## config.mk

```make
export PLATFORM = sky130hd
export DESIGN_NAME = fix_byte_serializer_flat
export DESIGN_NICKNAME = d
export VERILOG_FILES = /design/src/rtl/fix_byte_serializer_if.sv /design/src/rtl/fix_byte_serializer.sv /design/src/flat_wrapper.sv
export SDC_FILE = /design/constraint.sdc
export NUM_CORES = 1
export LEC_CHECK = 0
export ABC_AREA = 1
export BUFFER_PORTS_ARGS = -buffer_cell sky130_fd_sc_hd__buf_2
export CAP_MARGIN = 10
export CORE_MARGIN = 2
export CORE_UTILIZATION = 49
export CTS_CLUSTER_DIAMETER = 120
export DETAILED_ROUTE_END_ITERATION = 12
export PLACE_DENSITY = 0.77
export SKIP_LAST_GASP = 1
export SYNTH_ARGS = -nofsm -noshare
export SYNTH_HDL_FRONTEND = slang
export SYNTH_SLANG_ARGS = --single-unit
```

## constraint.sdc

```tcl
create_clock -name clk -period 3.3 [get_ports clk]
set_input_delay 0.825 -clock clk [delete_from_list [all_inputs] [get_ports clk]]
set_output_delay 0.825 -clock clk [all_outputs]
set_load 0.02 [all_outputs]
```

## src/rtl/fix_byte_serializer_if.sv

```systemverilog
// fix_byte_serializer_if: field-in / byte-out bus between the FIX creator FSM and the serializer.
//   tag_i/t_size_i/checksum_i + tag_valid_i : tag field and checksum-trailer request
//   val_i/v_size_i + val_valid_i            : value field
//   byte_o/byte_valid_o/byte_ready_i        : serialized byte stream (valid/ready)
//   done_o/end_o/busy_o                     : pacing feedback to the creator
interface fix_byte_serializer_if #(
  parameter int VALUE_WIDTH = 256,
  parameter int SIZE = 64
);
  logic [31:0] tag_i;
  logic tag_valid_i;
  logic [4:0] t_size_i;
  logic [VALUE_WIDTH-1:0] val_i;
  logic val_valid_i;
  logic [SIZE-1:0] v_size_i;
  logic checksum_i;
  logic [7:0] byte_o;
  logic byte_valid_o;
  logic byte_ready_i;
  logic done_o;
  logic end_o;
  logic busy_o;
  modport master (
    output tag_i, tag_valid_i, t_size_i, val_i, val_valid_i, v_size_i, checksum_i, byte_ready_i,
    input byte_o, byte_valid_o, done_o, end_o, busy_o
  );
  modport slave (
    input tag_i, tag_valid_i, t_size_i, val_i, val_valid_i, v_size_i, checksum_i, byte_ready_i,
    output byte_o, byte_valid_o, done_o, end_o, busy_o
  );
endinterface

```

## src/rtl/fix_byte_serializer.sv

```systemverilog
// fix_byte_serializer: serializes FIX "tag=value<SOH>" fields LSB-byte-first, keeps a mod-256
// checksum and appends "10=ddd<SOH>" when the creator flags the checksum tag.
//   clk  : rising-edge clock
//   rst  : synchronous active-low reset
//   bus  : slave side of fix_byte_serializer_if (field inputs, byte stream, done/end/busy)
module fix_byte_serializer #(
  parameter int VALUE_WIDTH = 256,
  parameter int SIZE = 64
) (
  input logic clk,
  input logic rst,
  fix_byte_serializer_if.slave bus
);
  localparam int VB = VALUE_WIDTH / 8;
  typedef enum logic [3:0] {
    IDLE, TAG, EQ, WAIT_VAL, VAL, SOH, CK_TAG, CK_EQ, CK_D2, CK_D1, CK_D0, CK_SOH
  } state_t;
  state_t state;
  logic [31:0] tagReg;
  logic [VALUE_WIDTH-1:0] valReg;
  logic [5:0] cnt, idx, nxt, tagCnt, valCnt;
  logic [7:0] sum, d2, d1, d0;
  logic xfer, ckState, unusedBits;
  // Number of bytes to send is set by the highest set mask bit, not by the popcount.
  function automatic logic [5:0] msbCount(input logic [VB-1:0] m);
    msbCount = '0;
    for (int i = 0; i < VB; i++) if (m[i]) msbCount = 6'(i + 1);
  endfunction
  assign tagCnt = msbCount(VB'(bus.t_size_i[3:0]));
  assign valCnt = msbCount(bus.v_size_i[VB-1:0]);
  assign unusedBits = ^{bus.t_size_i[4], bus.v_size_i[SIZE-1:VB]};
  assign xfer = bus.byte_valid_o && bus.byte_ready_i;
  assign nxt = idx + 6'd1;
  assign ckState = state inside {CK_TAG, CK_EQ, CK_D2, CK_D1, CK_D0, CK_SOH};
  assign bus.busy_o = !(state inside {IDLE, WAIT_VAL});
  assign d2 = 8'h30 + sum / 8'd100;
  assign d1 = 8'h30 + (sum / 8'd10) % 8'd10;
  assign d0 = 8'h30 + sum % 8'd10;
  always_ff @(posedge clk) begin
    if (!rst) begin
      state <= IDLE;
      sum <= '0;
      tagReg <= '0;
      valReg <= '0;
      cnt <= '0;
      idx <= '0;
      bus.byte_o <= '0;
      bus.byte_valid_o <= 1'b0;
      bus.done_o <= 1'b0;
      bus.end_o <= 1'b0;
    end else begin
      bus.done_o <= 1'b0;
      bus.end_o <= 1'b0;
      // The trailer digits come from sum, so it only accumulates outside the checksum path.
      if (xfer) sum <= ckState ? (state == CK_SOH ? 8'd0 : sum) : sum + bus.byte_o;
      case (state)
        IDLE: if (bus.tag_valid_i) begin
          tagReg <= bus.tag_i;
          cnt <= tagCnt;
          idx <= '0;
          bus.byte_valid_o <= 1'b1;
          if (tagCnt == 6'd0) begin
            state <= bus.checksum_i ? CK_EQ : EQ;
            bus.byte_o <= 8'h3D;
          end else begin
            state <= bus.checksum_i ? CK_TAG : TAG;
            bus.byte_o <= bus.tag_i[7:0];
          end
        end
        TAG, CK_TAG: if (xfer) begin
          if (nxt < cnt) begin
            idx <= nxt;
            bus.byte_o <= tagReg[{nxt[1:0], 3'b000} +: 8];
          end else begin
            state <= state == TAG ? EQ : CK_EQ;
            bus.byte_o <= 8'h3D;
          end
        end
        EQ: if (xfer) begin
          state <= WAIT_VAL;
          bus.byte_valid_o <= 1'b0;
          bus.done_o <= 1'b1;
        end
        WAIT_VAL: if (bus.val_valid_i) begin
          valReg <= bus.val_i;
          cnt <= valCnt;
          idx <= '0;
          bus.byte_valid_o <= 1'b1;
          if (valCnt == 6'd0) begin
            state <= SOH;
            bus.byte_o <= 8'h01;
          end else begin
            state <= VAL;
            bus.byte_o <= bus.val_i[7:0];
          end
        end
        VAL: if (xfer) begin
          if (nxt < cnt) begin
            idx <= nxt;
            bus.byte_o <= valReg[{nxt, 3'b000} +: 8];
          end else begin
            state <= SOH;
            bus.byte_o <= 8'h01;
          end
        end
        SOH: if (xfer) begin
          state <= IDLE;
          bus.byte_valid_o <= 1'b0;
          bus.done_o <= 1'b1;
        end
        CK_EQ: if (xfer) begin
          state <= CK_D2;
          bus.byte_o <= d2;
        end
        CK_D2: if (xfer) begin
          state <= CK_D1;
          bus.byte_o <= d1;
        end
        CK_D1: if (xfer) begin
          state <= CK_D0;
          bus.byte_o <= d0;
        end
        CK_D0: if (xfer) begin
          state <= CK_SOH;
          bus.byte_o <= 8'h01;
        end
        CK_SOH: if (xfer) begin
          state <= IDLE;
          bus.byte_valid_o <= 1'b0;
          bus.end_o <= 1'b1;
        end
        default: state <= IDLE;
      endcase
    end
  end
endmodule

```

## src/flat_wrapper.sv

```systemverilog
// flat-port wrapper written by rule: the top's interface ports become plain ports
module fix_byte_serializer_flat 
#(
  parameter int VALUE_WIDTH = 256,
  parameter int SIZE = 64
)
  (clk, rst, bus_tag_i, bus_tag_valid_i, bus_t_size_i, bus_val_i, bus_val_valid_i, bus_v_size_i, bus_checksum_i, bus_byte_ready_i, bus_byte_o, bus_byte_valid_o, bus_done_o, bus_end_o, bus_busy_o);
  fix_byte_serializer_if #(.VALUE_WIDTH(VALUE_WIDTH), .SIZE(SIZE)) bus_i ();
  input logic clk;
  input logic rst;
  input wire logic [$bits(bus_i.tag_i)-1:0] bus_tag_i;
  input wire logic [$bits(bus_i.tag_valid_i)-1:0] bus_tag_valid_i;
  input wire logic [$bits(bus_i.t_size_i)-1:0] bus_t_size_i;
  input wire logic [$bits(bus_i.val_i)-1:0] bus_val_i;
  input wire logic [$bits(bus_i.val_valid_i)-1:0] bus_val_valid_i;
  input wire logic [$bits(bus_i.v_size_i)-1:0] bus_v_size_i;
  input wire logic [$bits(bus_i.checksum_i)-1:0] bus_checksum_i;
  input wire logic [$bits(bus_i.byte_ready_i)-1:0] bus_byte_ready_i;
  output wire logic [$bits(bus_i.byte_o)-1:0] bus_byte_o;
  output wire logic [$bits(bus_i.byte_valid_o)-1:0] bus_byte_valid_o;
  output wire logic [$bits(bus_i.done_o)-1:0] bus_done_o;
  output wire logic [$bits(bus_i.end_o)-1:0] bus_end_o;
  output wire logic [$bits(bus_i.busy_o)-1:0] bus_busy_o;
  assign bus_i.tag_i = bus_tag_i;
  assign bus_i.tag_valid_i = bus_tag_valid_i;
  assign bus_i.t_size_i = bus_t_size_i;
  assign bus_i.val_i = bus_val_i;
  assign bus_i.val_valid_i = bus_val_valid_i;
  assign bus_i.v_size_i = bus_v_size_i;
  assign bus_i.checksum_i = bus_checksum_i;
  assign bus_i.byte_ready_i = bus_byte_ready_i;
  assign bus_byte_o = bus_i.byte_o;
  assign bus_byte_valid_o = bus_i.byte_valid_o;
  assign bus_done_o = bus_i.done_o;
  assign bus_end_o = bus_i.end_o;
  assign bus_busy_o = bus_i.busy_o;
  fix_byte_serializer #(.VALUE_WIDTH(VALUE_WIDTH), .SIZE(SIZE)) u_core (.clk(clk), .rst(rst), .bus(bus_i));
endmodule
```

==> results.toml <==
[sta]
timing.fmax_ghz = 0.293
clock_skew_ns = 0.0182
post-route-worst-setup-slack_ns = -0.114
slew-limit-headroom_pct = 44.3
final_max_slew_viol_count = 0
holdWs_ns = 0.451
final.min_clock_period_ns = 3.41
fin_crit_sh_pct = 103
finalSetupViolations = 2
hold_violations = 0
tightest_slew_ns = 0.836
rsz0062_at_grt = "yes"

[place]
portBuffers = 341
gp_congestion = 0.964
dp_hpwl_um = 35000

[setup_path]
crit_path_start_kind = "flip-flop"
worstPathArrival_ns = 3.85
critPathRequiredTime_ns = 3.74
cp_max_fo = 4
cp_common_cell = "nand2_2"
path_class = "flip-flop to flip-flop"
critPathSlowestCell = "dfxtp_4"
critPathCaptureType = "flip-flop"
slowest_delay_ns = 0.38
cp_top_family = "simple AND/OR/NAND/NOR gates"
cp_num_buf_inv = 6

[global_route]
grt_pass1_vias = 15593
grt_max_degree = 189
grt_overflow = 0
antenna_found_initial = 1
grt_pass1_wl_um = 79400
grt_use_total_pct = 29.0

[routing]
drt_pre_antenna_iters = 5
drt_iter0_markers = 1624
avgRoutedWirePerCell_um = 16.9
ant_nets = 0
vias = 17306
drcViolationCount = 0
drt_wl_total_um = 51900
via_per_inst = 5.63

[job]
maxCapViolCount = 0

[clocking]
insertion_delay_ns = 0.52
h-tree-depth = 2
clockRootBuffer = "clkbuf_16"
cts_tree = "done"
cts.sinks = 323
cts_made_buffers = 36
clk_pin_slew_ns = 0.06
cts.path.max_buffers = 3

[logic_synthesis]
synthesis.nets = 2717
synth-seq-cells = 323
synth_cells = 2334
ys.flop_type = "dfxtp_1"
synth-seq-area-share_pct = 40.4
synth_edf_count = 0
syn-cell-area_sq_mm = 0.0160
async_flop_share_pct = 0
yosysWarnings = 0
syn_area_per_cell_sq_um = 6.86
synth_cell_type_count = 53

[layout]
drive_gt1_share_pct = 21.0
antennaDiodeCount = 0
finish.utilization_pct = 60.8
area_growth_pct = 22.8
nets = 2993

[pwr]
p_per_area_mw_per_mm2 = 559
power_frac_comb_pct = 26.1
clockPowerShare_pct = 34.1
switching_share_pct = 33.4
p_total_mw = 11.0
switching_power_mw = 3.67
p_leak_nw = 7.79
power_frac_seq_pct = 39.9
p_int_mw = 7.33
vdd_drop_max_mv = 0.359

[worst_hold_path]
hold_path_class = "flip-flop to flip-flop"

[floorplan]
die_area_sq_mm = 0.0341
fp-row-count = 66
die_w_um = 185
die_h_um = 185
coreArea_sq_mm = 0.0324
initial_core_util_pct = 49.5
ios = 375

[status]
status = "complete, but fails checks"
violations = "setup timing"
==> power groups by stage <==
stage | sequential (mW) | clock [mW] | combinational, mW
after floorplan | 4.45 | 0 | 1.75
after global placement | 4.45 | 0 | 2.71
after detailed placement | 4.46 | 0 | 2.75
after CTS | 4.38 | 3.79 | 2.79
after global routing | 4.41 | 3.97 | 3.17
final | 4.39 | 3.75 | 2.87
==> path summary, 6_finish.rpt <==
kind,from,endpoint,slack (ns),cells after the start
max,u_core.sum[5],u_core.bus.byte_o[5],-0.11,34
min,u_core.valReg[129],u_core.valReg[129],0.45,2
max reg2reg,u_core.sum[5],u_core.bus.byte_o[5],-0.11,34
min reg2reg,u_core.valReg[129],u_core.valReg[129],0.45,2
==> cell families after synthesis <==
| family | Yosys count | share of synthesized area, % |
|---|---|---|
| AND/OR/NAND/NOR | 750 | 20.8 |
| flip-flops | 323 | 40.4 |
| buffers and inverters | 425 | 9.98 |
| AO/OA/AOI/OAI | 806 | 26.7 |
| adder cells (fa/ha/maj) | 20 | 1.61 |
| XOR/XNOR | 10 | 0.547 |
==> cell usage after synthesis (5+ instances only) <==
cell	count	area share [%]
a21oi_1	416	13
a31oi_1	9	0.35
buf_1	11	0.26
clkbuf_1	161	3.8
dfxtp_1	323	40
ha_1	19	1.5
inv_1	238	5.6
inv_2	11	0.26
nand2_1	315	7.4
nand2_2	13	0.51
nand2_4	7	0.49
nand3_1	260	8.1
nor2_1	123	2.9
nor3_1	12	0.38
o211ai_1	44	2.1
o21ai_0	297	9.3
o21ai_1	5	0.16
xor2_1	6	0.33
==> flip-flops by register name, summed over array words and instances (netlist names) <==
signal	count
u_core.idx	6
u_core.sum	8
u_core.cnt	6
u_core.bus.done_o	1
u_core.bus.byte_o	8
u_core.bus.end_o	1
u_core.tagReg	32
u_core.state	4
u_core.bus.byte_valid_o	1
u_core.valReg	256
==> cell type report <==
type	count	area, sq um
clock buffer	48	996
clock inverter	13	86.3
fill	3044	12700
inverter	252	956
multi-input combinational	1586	8210
sequential	323	6480
tap	442	553
timing repair buffer	411	2390
==> per-layer routing <==
metal,track usage (%),vias to the layer above,share of wire [%]
li1,-,8411,-
met1,38.9,7992,42
met2,47.5,773,47
met3,4.05,128,7.6
met4,10.8,2,3.5
met5,0,-,0.013
==> worst min-delay path: cells and delay by family (launching register included) <==
kind,cells,cell delay (ns)
DFF,1,0.29
buffers and inverters,1,0.06
AOI/OAI and AO/OA,1,0.05
==> stage by stage <==
step | cell area [sq um] | cells | setup TNS, ns | worst slack [ns]
final | 19700 | 3075 | -0.131 | -0.114
after floorplan | 16000 | 2334 | 0 | 0.0690
after global routing | 19700 | 3075 | -1.01 | -0.336
after detailed placement | 18300 | 3001 | -0.186 | -0.168
after CTS | 19500 | 3070 | -0.0154 | -0.0154
after global placement | 18300 | 3001 | -0.0399 | -0.0399
==> cells in the final DEF, fill, tap and decap left out, types with 7 or more instances in the layout <==
cell type,instances
ha_1,16
nand3_2,9
buf_4,60
nand2_4,15
dfxtp_1,318
buf_12,12
inv_2,14
a21oi_1,414
clkinv_2,9
nor3_1,12
nand2_1,303
clkbuf_1,7
nand2_2,16
o211ai_1,44
clkbuf_16,36
inv_1,232
a31oi_1,9
nor2_1,121
o21ai_0,297
nand3_1,252
buf_2,339
==> repair_timing <==
item                                    in CTS  in global routing
hold buffers                                 0                  0
gates resized for setup                     28                 29
setup buffers                                8                  5
endpoints found under the setup margin       2                  8
pin swaps                                   20                 25
(Power assumes the default switching activity.)
